## config.mk

```make
export PLATFORM = sky130hd
export DESIGN_NAME = tempo_ctrl
export DESIGN_NICKNAME = d
export VERILOG_FILES = /design/src/rtl/tempo_pkg.sv /design/src/rtl/tempo_ctrl_phase_acc_tick.sv /design/src/rtl/tempo_ctrl.sv
export SDC_FILE = /design/constraint.sdc
export NUM_CORES = 1
export LEC_CHECK = 0
export ABC_AREA = 0
export CORE_MARGIN = 5
export CORE_UTILIZATION = 50
export CTS_CLUSTER_DIAMETER = 60
export DETAILED_ROUTE_END_ITERATION = 8
export PLACE_DENSITY_LB_ADDON = 0.12
export SYNTH_ARGS = -nofsm -noshare
export SYNTH_HDL_FRONTEND = slang
export SYNTH_SLANG_ARGS = --single-unit
```

## constraint.sdc

```tcl
create_clock -name clk_100M -period 5 [get_ports clk_100M]
set_input_delay 0.5 -clock clk_100M [delete_from_list [all_inputs] [get_ports clk_100M]]
set_output_delay 0.5 -clock clk_100M [all_outputs]
set_load 0.1 [all_outputs]
```

## src/rtl/tempo_pkg.sv

```systemverilog
// rtl/tempo_pkg.sv - shared types and widths for the tempo controller
package tempo_pkg;

    typedef enum logic [1:0] {
        IDLE     = 2'd0,
        COUNT_IN = 2'd1,
        RUN      = 2'd2
    } state_t;

    localparam int ACC_W = 34;
    localparam int BPM_W = 8;
    localparam int IDX_W = 3;

endpackage

```

## src/rtl/tempo_ctrl_phase_acc_tick.sv

```systemverilog
// rtl/tempo_ctrl_phase_acc_tick.sv - modulo-LIMIT phase accumulator with beat tick
module phase_acc_tick #(
    parameter int               ACC_W = 34,
    parameter int               INC_W = 8,
    parameter logic [ACC_W-1:0] LIMIT = ACC_W'(64'd6000000000)
) (
    input  logic             clk,
    input  logic             rst_n,
    input  logic             en,
    input  logic             clr,
    input  logic [INC_W-1:0] inc,
    output logic             tick
);

    logic [ACC_W-1:0] acc;
    logic [ACC_W-1:0] sum;

    // Subtracting LIMIT instead of zeroing keeps the remainder, so the beat rate has no drift.
    always_comb begin
        sum  = acc + ACC_W'(inc);
        tick = en && (sum >= LIMIT);
    end

    always_ff @(posedge clk) begin
        if (!rst_n) begin
            acc <= '0;
        end else if (clr) begin
            acc <= '0;
        end else if (en) begin
            acc <= tick ? (sum - LIMIT) : sum;
        end
    end

endmodule

```

## src/rtl/tempo_ctrl.sv

```systemverilog
// rtl/tempo_ctrl.sv - metronome: tempo buttons, count-in sequencing, beat and bar enables
module tempo_ctrl
    import tempo_pkg::*;
#(
    parameter int CLK_HZ        = 100000000,
    parameter int BPM_MIN       = 40,
    parameter int BPM_MAX       = 240,
    parameter int BPM_DEFAULT   = 120,
    parameter int BPM_STEP      = 4,
    parameter int BEATS_PER_BAR = 4
) (
    input  logic             clk_100M,
    input  logic             rst_n,
    input  logic             btn_up,
    input  logic             btn_down,
    input  logic             btn_start,
    output logic [BPM_W-1:0] bpm,
    output logic             running,
    output logic             count_in,
    output logic             beat_tick,
    output logic             bar_tick,
    output logic [IDX_W-1:0] beat_idx
);

    localparam logic [ACC_W-1:0] LIMIT    = ACC_W'(64'(CLK_HZ) * 64'd60);
    localparam logic [IDX_W-1:0] LAST_IDX = IDX_W'(BEATS_PER_BAR - 1);

    state_t           state, state_d;
    logic             up_q, down_q, start_q;
    logic             up_press, down_press, start_press;
    logic [BPM_W-1:0] bpm_d;
    logic [BPM_W:0]   bpm_up;
    logic [IDX_W-1:0] idx_d;
    logic             beat_d, bar_d, acc_clr, acc_tick;

    assign up_press    = btn_up & ~up_q;
    assign down_press  = btn_down & ~down_q;
    assign start_press = btn_start & ~start_q;

    assign running  = (state != IDLE);
    assign count_in = (state == COUNT_IN);

    phase_acc_tick #(
        .ACC_W (ACC_W),
        .INC_W (BPM_W),
        .LIMIT (LIMIT)
    ) u_phase (
        .clk   (clk_100M),
        .rst_n (rst_n),
        .en    (running),
        .clr   (acc_clr),
        .inc   (bpm),
        .tick  (acc_tick)
    );

    // Simultaneous up and down cancel out.
    always_comb begin
        bpm_up = {1'b0, bpm} + {1'b0, BPM_W'(BPM_STEP)};
        bpm_d  = bpm;
        if (up_press && !down_press) begin
            bpm_d = (bpm_up > {1'b0, BPM_W'(BPM_MAX)}) ? BPM_W'(BPM_MAX) : bpm_up[BPM_W-1:0];
        end else if (down_press && !up_press) begin
            bpm_d = (bpm < BPM_W'(BPM_MIN + BPM_STEP)) ? BPM_W'(BPM_MIN) : bpm - BPM_W'(BPM_STEP);
        end
    end

    always_comb begin
        state_d = state;
        idx_d   = beat_idx;
        beat_d  = 1'b0;
        bar_d   = 1'b0;
        acc_clr = 1'b0;
        case (state)
            IDLE: begin
                if (start_press) begin
                    state_d = COUNT_IN;
                    idx_d   = '0;
                    beat_d  = 1'b1;
                    bar_d   = 1'b1;
                    acc_clr = 1'b1;
                end
            end
            COUNT_IN, RUN: begin
                // Stop takes priority over a beat landing in the same cycle.
                if (start_press) begin
                    state_d = IDLE;
                    idx_d   = '0;
                    acc_clr = 1'b1;
                end else if (acc_tick) begin
                    beat_d = 1'b1;
                    if (beat_idx == LAST_IDX) begin
                        idx_d   = '0;
                        bar_d   = 1'b1;
                        state_d = RUN;
                    end else begin
                        idx_d = beat_idx + 1'b1;
                    end
                end
            end
            default: state_d = IDLE;
        endcase
    end

    always_ff @(posedge clk_100M) begin
        if (!rst_n) begin
            state     <= IDLE;
            up_q      <= 1'b0;
            down_q    <= 1'b0;
            start_q   <= 1'b0;
            bpm       <= BPM_W'(BPM_DEFAULT);
            beat_idx  <= '0;
            beat_tick <= 1'b0;
            bar_tick  <= 1'b0;
        end else begin
            state     <= state_d;
            up_q      <= btn_up;
            down_q    <= btn_down;
            start_q   <= btn_start;
            bpm       <= bpm_d;
            beat_idx  <= idx_d;
            beat_tick <= beat_d;
            bar_tick  <= bar_d;
        end
    end

endmodule

```

Yosys cells after proc, flatten, opt, wreduce, memory -nomap -nowiden

Cells that the tools add are included.

Register bits: 52
Input port bits: 5
Output and inout port bits: 15
Word-level logic and storage cells: 68

Add/sub/neg operators: 5
Magnitude comparators: 3
Eq/ne operators: 6
Multiplexer cells: 24
Bitwise gates (word level): 7
Reductions and logical operators: 14

Operator list:

| operator                 | number |
|---|---|
| $add A34 B8 Y34          | 1 |
| $ge A34 B33 Y1 const B   | 1 |
| $mux W34                 | 1 |
| $sub A34 B33 Y34 const B | 1 |
| $mux W8                  | 4 |
| $mux W3                  | 4 |
| $add A8 B3 Y9 const B    | 1 |
| $gt A9 B8 Y1 const B     | 1 |
| $lt A8 B6 Y1 const B     | 1 |
| $mux W2                  | 4 |
| $sub A8 B3 Y8 const B    | 1 |
| $mux W1                  | 7 |
| $pmux W3 S2              | 1 |
| $reduce_and A3 Y1        | 2 |
| $reduce_bool A2 Y1       | 3 |
| $not A1 Y1               | 4 |
| $pmux W1 S2              | 2 |
| $pmux W2 S2              | 1 |
| $reduce_or A2 Y1         | 2 |
| $add A3 B1 Y3 const B    | 1 |
| $and A1 B1 Y1            | 3 |
| $eq A3 B2 Y1 const B     | 1 |
| $logic_and A1 B1 Y1      | 3 |
| $ne A3 B2 Y1 const B     | 1 |
| 7 further kinds          | 8 |

Logic depth before layout (Yosys ltp)

Gate-level depths: netlist (run 1).

Depth after elaboration: 6
Gate-level depth with buffers: 17
Mapped depth without buffers: 15

By module

A second synthesis (run 1) with hierarchy kept.

Cells, all modules: 629
Area total of the unflattened synthesis: 4663.2 sq um

By module, submodules not included:

| module         | times used | cells each | area an instance (sq um) | sequential area each (sq um) |
|---|---|---|---|---|
| phase_acc_tick | 1          | 498        | 3636.0                   | 680.7 |
| tempo_ctrl     | 1          | 131        | 1027.2                   | 320.3 |

Least setup slack after synthesis (run 1)

Ideal clock, no wire load.

Path type: reg-to-reg
Start point: reg bpm[3]
End point: reg u_phase.acc[30]
Setup time: 0.122 ns
Arrival time: 4.761 ns
Data required time: 4.878 ns
Slack: 0.117 ns
Cell stages (with the launch flop): 16
Buffers on the path: 0
Clock period less this slack: 4.883 ns
Cell sequence: dfxtp_1 -> ha_1 -> a211oi_1 -> nor3_1 -> nor2_1 -> xor2_1 -> inv_1 -> ha_1 -> or3b_4 -> a21oi_4 -> o21ai_2 -> a2111oi_4 -> nor2_2 -> a2111oi_0 -> a21oi_1 -> a311o_1

Word-level cells in the longest chain between the ends: 4
Elaborated cells between the ends (all ways): 5
Classes of those cells: add/sub: 2; order compare: 1; mux: 1; reduce/logical: 1

RTL lines:

| item                   | line                            | text |
|---|---|---|
| start, declared        | tempo_ctrl.sv:17                | `output logic [BPM_W-1:0] bpm,` |
| start signal, assigned | tempo_ctrl.sv:110               | `bpm <= BPM_W'(BPM_DEFAULT);` |
| start signal, assigned | tempo_ctrl.sv:119               | `bpm <= bpm_d;` |
| $add A34 B8 Y34 *      | tempo_ctrl_phase_acc_tick.sv:20 | `sum = acc + ACC_W'(inc);` |
| $ge A34 B33 Y1         | tempo_ctrl_phase_acc_tick.sv:21 | `tick = en && (sum >= LIMIT);` |
| $logic_and A1 B1 Y1    | tempo_ctrl_phase_acc_tick.sv:21 |  |
| $mux W34 *             | tempo_ctrl_phase_acc_tick.sv:30 | `acc <= tick ? (sum - LIMIT) : sum;` |
| end signal, assigned   | tempo_ctrl_phase_acc_tick.sv:30 |  |
| end, declared          | tempo_ctrl_phase_acc_tick.sv:15 | `logic [ACC_W-1:0] acc;` |

Mark *: on every way between the ends. The rest lies on a longest branch, timed or not.
A chain may end at the register's enable or synchronous reset.

Worst setup path in the final report (run 1)

Start point: reg bpm[3]
End point: reg u_phase.acc[18]

Same word-level chain as after synthesis.

==> run metrics, run 1 <==
skew final=between 10 and 15 ps; Most Crowded Layer GR=met2; Via Count=between 3000 and 4000; Rows=33; drt drc=0; drt pass-1 iters=4; Num CTS Buffers=5; Final Hold Viols=0; final net count=between 500 and 600; status=finished, final reports clean; Yosys top cell area share=about a quarter; Final HPWL DP=between 7 and 8 mm; Mapped Cells=537; routability congestion estimate=~0.94; Sw Share=35.65%; Die Wd=100.6 µm; largest net degree at the start of global routing=60; Seq/Total Area, Yosys=between 20% and 30%; synthesized area=about 4000 µm²; Synth area leaders=dfxtp_1, xnor2_1, ha_1; Critical Path RT=about 5300 ps; Reg clk slew, reported paths=about 110 ps; die area=just over 10000 µm²; initial core utilization=around half; Rel. slew slack=31.41%; power density cells=around 230 nW/µm²; pre-CTS WS=roughly 450 ps; Seq pwr share=42.4%; CP endpoint kind=flip-flop; unrepaired setup endpoints after global routing=false; Sink Count=about 50; MaxCap Viol Count=0; CTS max path bufs=2; number of synthesized register bits=49; Critical Path AT=about 4800 ps; Detailed Route Iter0 Violations=200; WS Path Type=flip-flop to flip-flop; Post-synth EDFFs=0; startpoint types=flip-flop; max-slew violations=0; Async SR Flop Fraction=0%; Core ar.=around 8100 µm²; CTS root buffer=clkbuf_8; die height=just over 100 µm; num ports=20; grt met2 use=a little over a third; Final setup violation count=0; vias in the first global route=3664; maximum vdd drop=a little under 200 µV; met3 Use GR=3.183%; Switch Pwr=about 350 µW; Yosys cell types=81; Least-Margin Pin Slew=approximately 1000 ps; Syn. warnings=0; gr usage total=about a fifth; Leakage Power=approximately 1.6 nW; first-pass GRT wire length=between 15 and 20 mm; Post-synth top cells=dfxtp_1, nand2_1, nor2_1; layout cells sized above 1=approximately a tenth; leading area contributor after synthesis=dfxtp_1; Setup Buffers After CTS=0; Final TNS setup=0 ps; met1 GRT Util=between 20 and 30%; Worst Path Max Fanout=9; drt wl/cell=15.35 µm; P&R area growth vs syn=7.406%; top_reg_cell synth=dfxtp_1; CTS tree=built; Hold Path Class=flip-flop to flip-flop; Diodes inserted=0; Clock power frac=between 30 and 40%; ANT nets after route=0; vias per cell=between 6 and 7; Avg Cell Area, Syn=between 7 and 8 µm²; Max Clk Rate=between 200 and 250 MHz; initial antenna violation count=0; worst skew pair latency=approximately 320 ps; final worst slack=about 450 ps; Detailed Route WL=between 9 and 10 mm; crit path time final=4546 ps; Comb pwr share=26.4%; grt ovf=0; Internal Power=roughly 640 µW; final period utilization=around nine tenths; CTS HTree Levels=2; port buffer count=17
-- layout make-up --
cell class,count,area (µm²)
clock buffers,5,68.82
clock inverters,3,47.55
fillers,814,3684
inverters,16,60.06
multi-input cells,439,2920
flip-flops and latches,49,980.9
well taps,105,131.4
repair buffers,21,200.2
-- logic make-up after synthesis --
group / after synthesis / synth area share [%]
AND/OR/NAND/NOR: 225 / 30.08
multiplexers: 5 / 1.280
XOR/XNOR: 45 / 9.784
adder cells (fa/ha/maj): 16 / 4.877
AO/OA/AOI/OAI: 145 / 24.66
other: 1 / 0.09135
buffers and inverters: 51 / 5.334
flip-flops: 49 / 23.90
-- path summary, 6_finish.rpt --
path	startpoint	to	slack, ps	cells after the start
worst max-delay path	bpm[3]$_SDFFE_PN1P_	u_phase.acc[18]$_SDFFE_PP0N_	450	16
worst min-delay path	beat_idx[2]$_SDFFE_PN0P_	beat_idx[2]$_SDFFE_PN0P_	460	2
worst min register to register	beat_idx[2]$_SDFFE_PN0P_	beat_idx[2]$_SDFFE_PN0P_	460	2
worst max register to register	bpm[3]$_SDFFE_PN1P_	u_phase.acc[18]$_SDFFE_PP0N_	450	16
-- worst max-delay path, cell delays in order (launching register included) --
cell and delay, ps:
dfxtp_1 480, ha_1 330, a211oi_1 510, nor3_1 140, nor2_1 340, xor2_1 170, inv_1 90, ha_1 150
or3b_4 410, a21oi_4 210, o21ai_2 120, a2111oi_4 350, buf_4 240, o21ai_2 100, or4_4 540, a21o_1 190
a21oi_2 130
-- metrics by stage --
step	utilization (%)	instance area, µm²	hold WS [ps]	power [mW]	std cells
5_1_grt	54.48	4409	479.5	1.045	638
2_1_floorplan	-	4113	443.7	0.6409	539
4_1_cts	54.47	4408	458.0	1.004	638
3_5_place_dp	53.03	4292	442.8	0.6917	630
3_3_place_gp	53.03	4292	438.1	0.6877	630
6_report	54.48	4409	455.5	0.9937	638
-- power by group through the flow --
stage	registers, mW	logic, mW	clock network, mW
2_1_floorplan	0.462	0.179	0
3_3_place_gp	0.429	0.258	0
3_5_place_dp	0.430	0.262	0
4_1_cts	0.421	0.263	0.319
5_1_grt	0.424	0.286	0.335
6_report	0.421	0.263	0.310
-- flip-flops by register name (all words and copies together), names as in the netlist --
signal,cells
u_phase.acc,33
bpm,6
beat_idx,3
state,2
bar_tick,1
beat_tick,1
down_q,1
start_q,1
up_q,1
-- placed cells by master (no fill, tap or decap), drive strengths merged, types with 12 or more instances in the layout --
| cell | instances |
|---|---|
| dfxtp | 49 |
| clkdlybuf4s50 | 17 |
| xnor2 | 25 |
| nor2 | 44 |
| o21ai | 36 |
| inv | 18 |
| ha | 16 |
| nand3 | 26 |
| nand2 | 50 |
| a21oi | 42 |
| or3 | 12 |
| nor3 | 22 |
| xor2 | 20 |
-- layer usage --
metal  up-vias  part of all wire, %
met2        86                   48
met4         0                  1.5
met5         -                    0
li1       1934                    -
met1      1799                   46
met3        13                  4.3
-- timing repair --
action | 4_1_cts | 5_1_grt
hold buffers | 0 | 0
endpoints found under the setup margin | 0 | 1
gates resized for setup | 0 | 1
Note: power is estimated with default switching activity, not from simulation.
==> run 2: changes to the inputs <==
--- a/config.mk
+++ b/config.mk
@@ -10,7 +10,9 @@
 export CORE_UTILIZATION = 50
 export CTS_CLUSTER_DIAMETER = 60
 export DETAILED_ROUTE_END_ITERATION = 8
+export GPL_TIMING_DRIVEN = 1
 export PLACE_DENSITY_LB_ADDON = 0.12
+export SLEW_MARGIN = 20
 export SYNTH_ARGS = -nofsm -noshare
 export SYNTH_HDL_FRONTEND = slang
 export SYNTH_SLANG_ARGS = --single-unit
==> results of run 2 <==
The final DEF is identical to that of run 1; final timing and power are the same.
==> run 3: changes to the inputs <==
--- a/config.mk
+++ b/config.mk
@@ -6,7 +6,6 @@
 export NUM_CORES = 1
 export LEC_CHECK = 0
 export ABC_AREA = 0
-export CORE_MARGIN = 5
 export CORE_UTILIZATION = 50
 export CTS_CLUSTER_DIAMETER = 60
 export DETAILED_ROUTE_END_ITERATION = 8
==> run 3 against run 2 <==
Against the previous run:
- sequential cell count unchanged
- sequential share of layout area about the same
- core utilization increased by 1.8 points
- clock-buffer cell count increased by 1
- first-iteration DRC count increased by 17%
- worst hold slack improved by 4.2 ps
- power decreased by 6.1%
- setup slack improved by 110 ps
- maximum frequency increased by 2.5%
- clock skew decreased by 4.8 ps
- global-route usage increased by 4.0 points
- wire length increased by 1.7%
==> run metrics, run 3 (synthesis gave the netlist of run 1 again) <==
power density cells=211.3 nW/µm² (was 225.4 nW/µm²); die area=8577 µm² (was 10120 µm²); largest registers=u_phase.acc: 33 flops, bpm: 6 flops, beat_idx: 3 flops (unchanged); Rel. slew slack=34.22% (was 31.41%); status=finished, final reports clean (unchanged); worst r2r src=bpm[3]$_SDFFE_PN1P_ (unchanged); Final Hold Viols=0 (unchanged); reg-to-reg critical path endpoint=u_phase.acc[13]$_SDFFE_PP0N_ (was u_phase.acc[18]$_SDFFE_PP0N_); worst skew pair latency=310 ps (was 320 ps); CTS root buffer=clkbuf_8 (unchanged); Final Core Density=56.30% (was 54.48%); largest net degree at the start of global routing=60 (unchanged); drt wl/cell=15.58 µm (was 15.35 µm); Hold Path Class=flip-flop to flip-flop (unchanged); drt drc=0 (unchanged); Critical Path AT=4680 ps (was 4790 ps); hold_ws=459.7 ps (was 455.5 ps); Sink Count=49 (unchanged); gr usage total=24.36% (was 20.33%); P&R area growth vs syn=7.620% (was 7.406%); Worst Path Max Fanout=13 (was 9); vias per cell=6.030 (was 6.006); final instance area=4418 µm² (was 4409 µm²); Die Wd=92.61 µm (was 100.6 µm); # resized after CTS=0 (unchanged); MaxCap Viol Count=0 (unchanged); initial antenna violation count=0 (unchanged); dpl cells=630 (unchanged); Post-Layout Cell Count=639 (was 638); Setup Buffers After CTS=0 (unchanged); Critical Path RT=5240 ps (was 5250 ps); grt ovf=0 (unchanged); Diodes inserted=0 (unchanged); vias in the first global route=3634 (was 3664); first-pass GRT wire length=17.12 mm (was 17.15 mm); initial core utilization=52.31% (was 50.73%); num ports=20 (unchanged); Least-Margin Pin Slew=983.7 ps (was 1029 ps); die height=92.61 µm (was 100.6 µm); Worst Reg-to-Reg Cells=18 (was 16); port buffer count=17 (unchanged); CTS tree=built (unchanged); crit path time final=4436 ps (was 4546 ps); CTS HTree Levels=2 (unchanged); drt pass-1 iters=5 (was 4); Via Count=3853 (was 3832); final net count=557 (was 553); ANT nets after route=0 (unchanged); maximum vdd drop=146.5 µV (was 196.1 µV); WS Path Type=flip-flop to flip-flop (unchanged); layout cells sized above 1=10.06% (was 9.568%); Largest register FFs=33 (unchanged); Max Clk Rate=225.4 MHz (was 220.0 MHz); Leakage Power=1.579 nW (was 1.576 nW); hold buffer count at CTS=0 (unchanged); final worst slack=563.6 ps (was 454.2 ps); Final HPWL DP=7.232 mm (was 7.178 mm); Tot Pwr=933.6 µW (was 993.7 µW); Reg clk slew, reported paths=100 ps (was 110 ps); Detailed Route Iter0 Violations=233 (was 200); Final TNS setup=0 ps (unchanged); max-slew violations=0 (unchanged); hold path start=beat_idx[2]$_SDFFE_PN0P_ (unchanged); most frequent cells in the layout=nand2_1, dfxtp_1, nor2_1 (unchanged); Detailed Route WL=9.957 mm (was 9.792 mm); Final setup violation count=0 (unchanged); CP endpoint kind=flip-flop (unchanged); unrepaired setup endpoints after global routing=false (unchanged); Num CTS Buffers=5 (unchanged); Most flops, register=u_phase.acc (unchanged); startpoint types=flip-flop (unchanged); worst hold endpoint=beat_idx[2]$_SDFFE_PN0P_ (unchanged); pre-CTS WS=602.9 ps (was 448.9 ps); DP Area=4310 µm² (was 4292 µm²); CTS max path bufs=2 (unchanged); Core ar.=7848 µm² (was 8093 µm²); Rows=32 (was 33); skew final=6.819 ps (was 11.64 ps); flop2flop setup slack=560 ps (was 450 ps); final period utilization=88.73% (was 90.92%); routability congestion estimate=0.9079 (was 0.9422); Hold Path Stages=2 (unchanged)
-- run 3: cell count changes in the layout (fill, tap and decap cells not counted), sizes merged --
cell,delta
buf,+4
clkinvlp,+2
inv,-2
bufinv,-1
clkbuf,+1
-- run 3: how the worst max path moves through the flow --
| stage | start | to | cells after the start |
|---|---|---|---|
| 2_1_floorplan | bpm[3]$_SDFFE_PN1P_ | u_phase.acc[30]$_SDFFE_PP0N_ | 15 |
| 3_3_place_gp | bpm[3]$_SDFFE_PN1P_ | u_phase.acc[13]$_SDFFE_PP0N_ | 18 |
| 3_5_place_dp | bpm[3]$_SDFFE_PN1P_ | u_phase.acc[13]$_SDFFE_PP0N_ | 18 |
| 4_1_cts | bpm[3]$_SDFFE_PN1P_ | u_phase.acc[13]$_SDFFE_PP0N_ | 18 |
| 5_1_grt | bpm[3]$_SDFFE_PN1P_ | u_phase.acc[30]$_SDFFE_PP0N_ | 17 |
| 6_report | bpm[3]$_SDFFE_PN1P_ | u_phase.acc[13]$_SDFFE_PP0N_ | 18 |
-- run 3: layout make-up --
type                       instances  area, µm²
fill                             753       3430
multi-input combinational        439       2919
sequential                        49      980.9
timing repair buffer              25      242.7
tap                              102      127.6
clock buffer                       6      72.57
inverter                          16      60.06
clock inverter                     2      15.01
-- run 3: routing by layer --
layer,wire (µm),part of all wire (%),vias to the layer above,track usage [%]
met5,0,0,-,0
met4,131,1.3,0,5.256
met3,358,3.6,12,3.530
met2,4738,48,80,42.90
met1,4728,47,1826,31.43
li1,-,-,1935,-
-- run 3: power by group --
group	switching [mW]	internal, mW
combinational	0.180	0.0878
sequential	0.0186	0.403
clock	0.146	0.0991
total	0.344	0.590
-- run 3: worst max-delay path: stages, from the launching register on --
cell       delay [ps]
dfxtp_1           470
ha_1              330
a211oi_1          530
nor3_1            140
nor2_1            150
buf_4             150
xor2_1             90
inv_1              80
ha_1              150
or3b_4            410
a21oi_4           190
o21ai_2           110
a2111oi_4         290
buf_4             220
nor2_2             60
buf_4             220
o41a_1            330
or3_1             310
a21oi_1           140
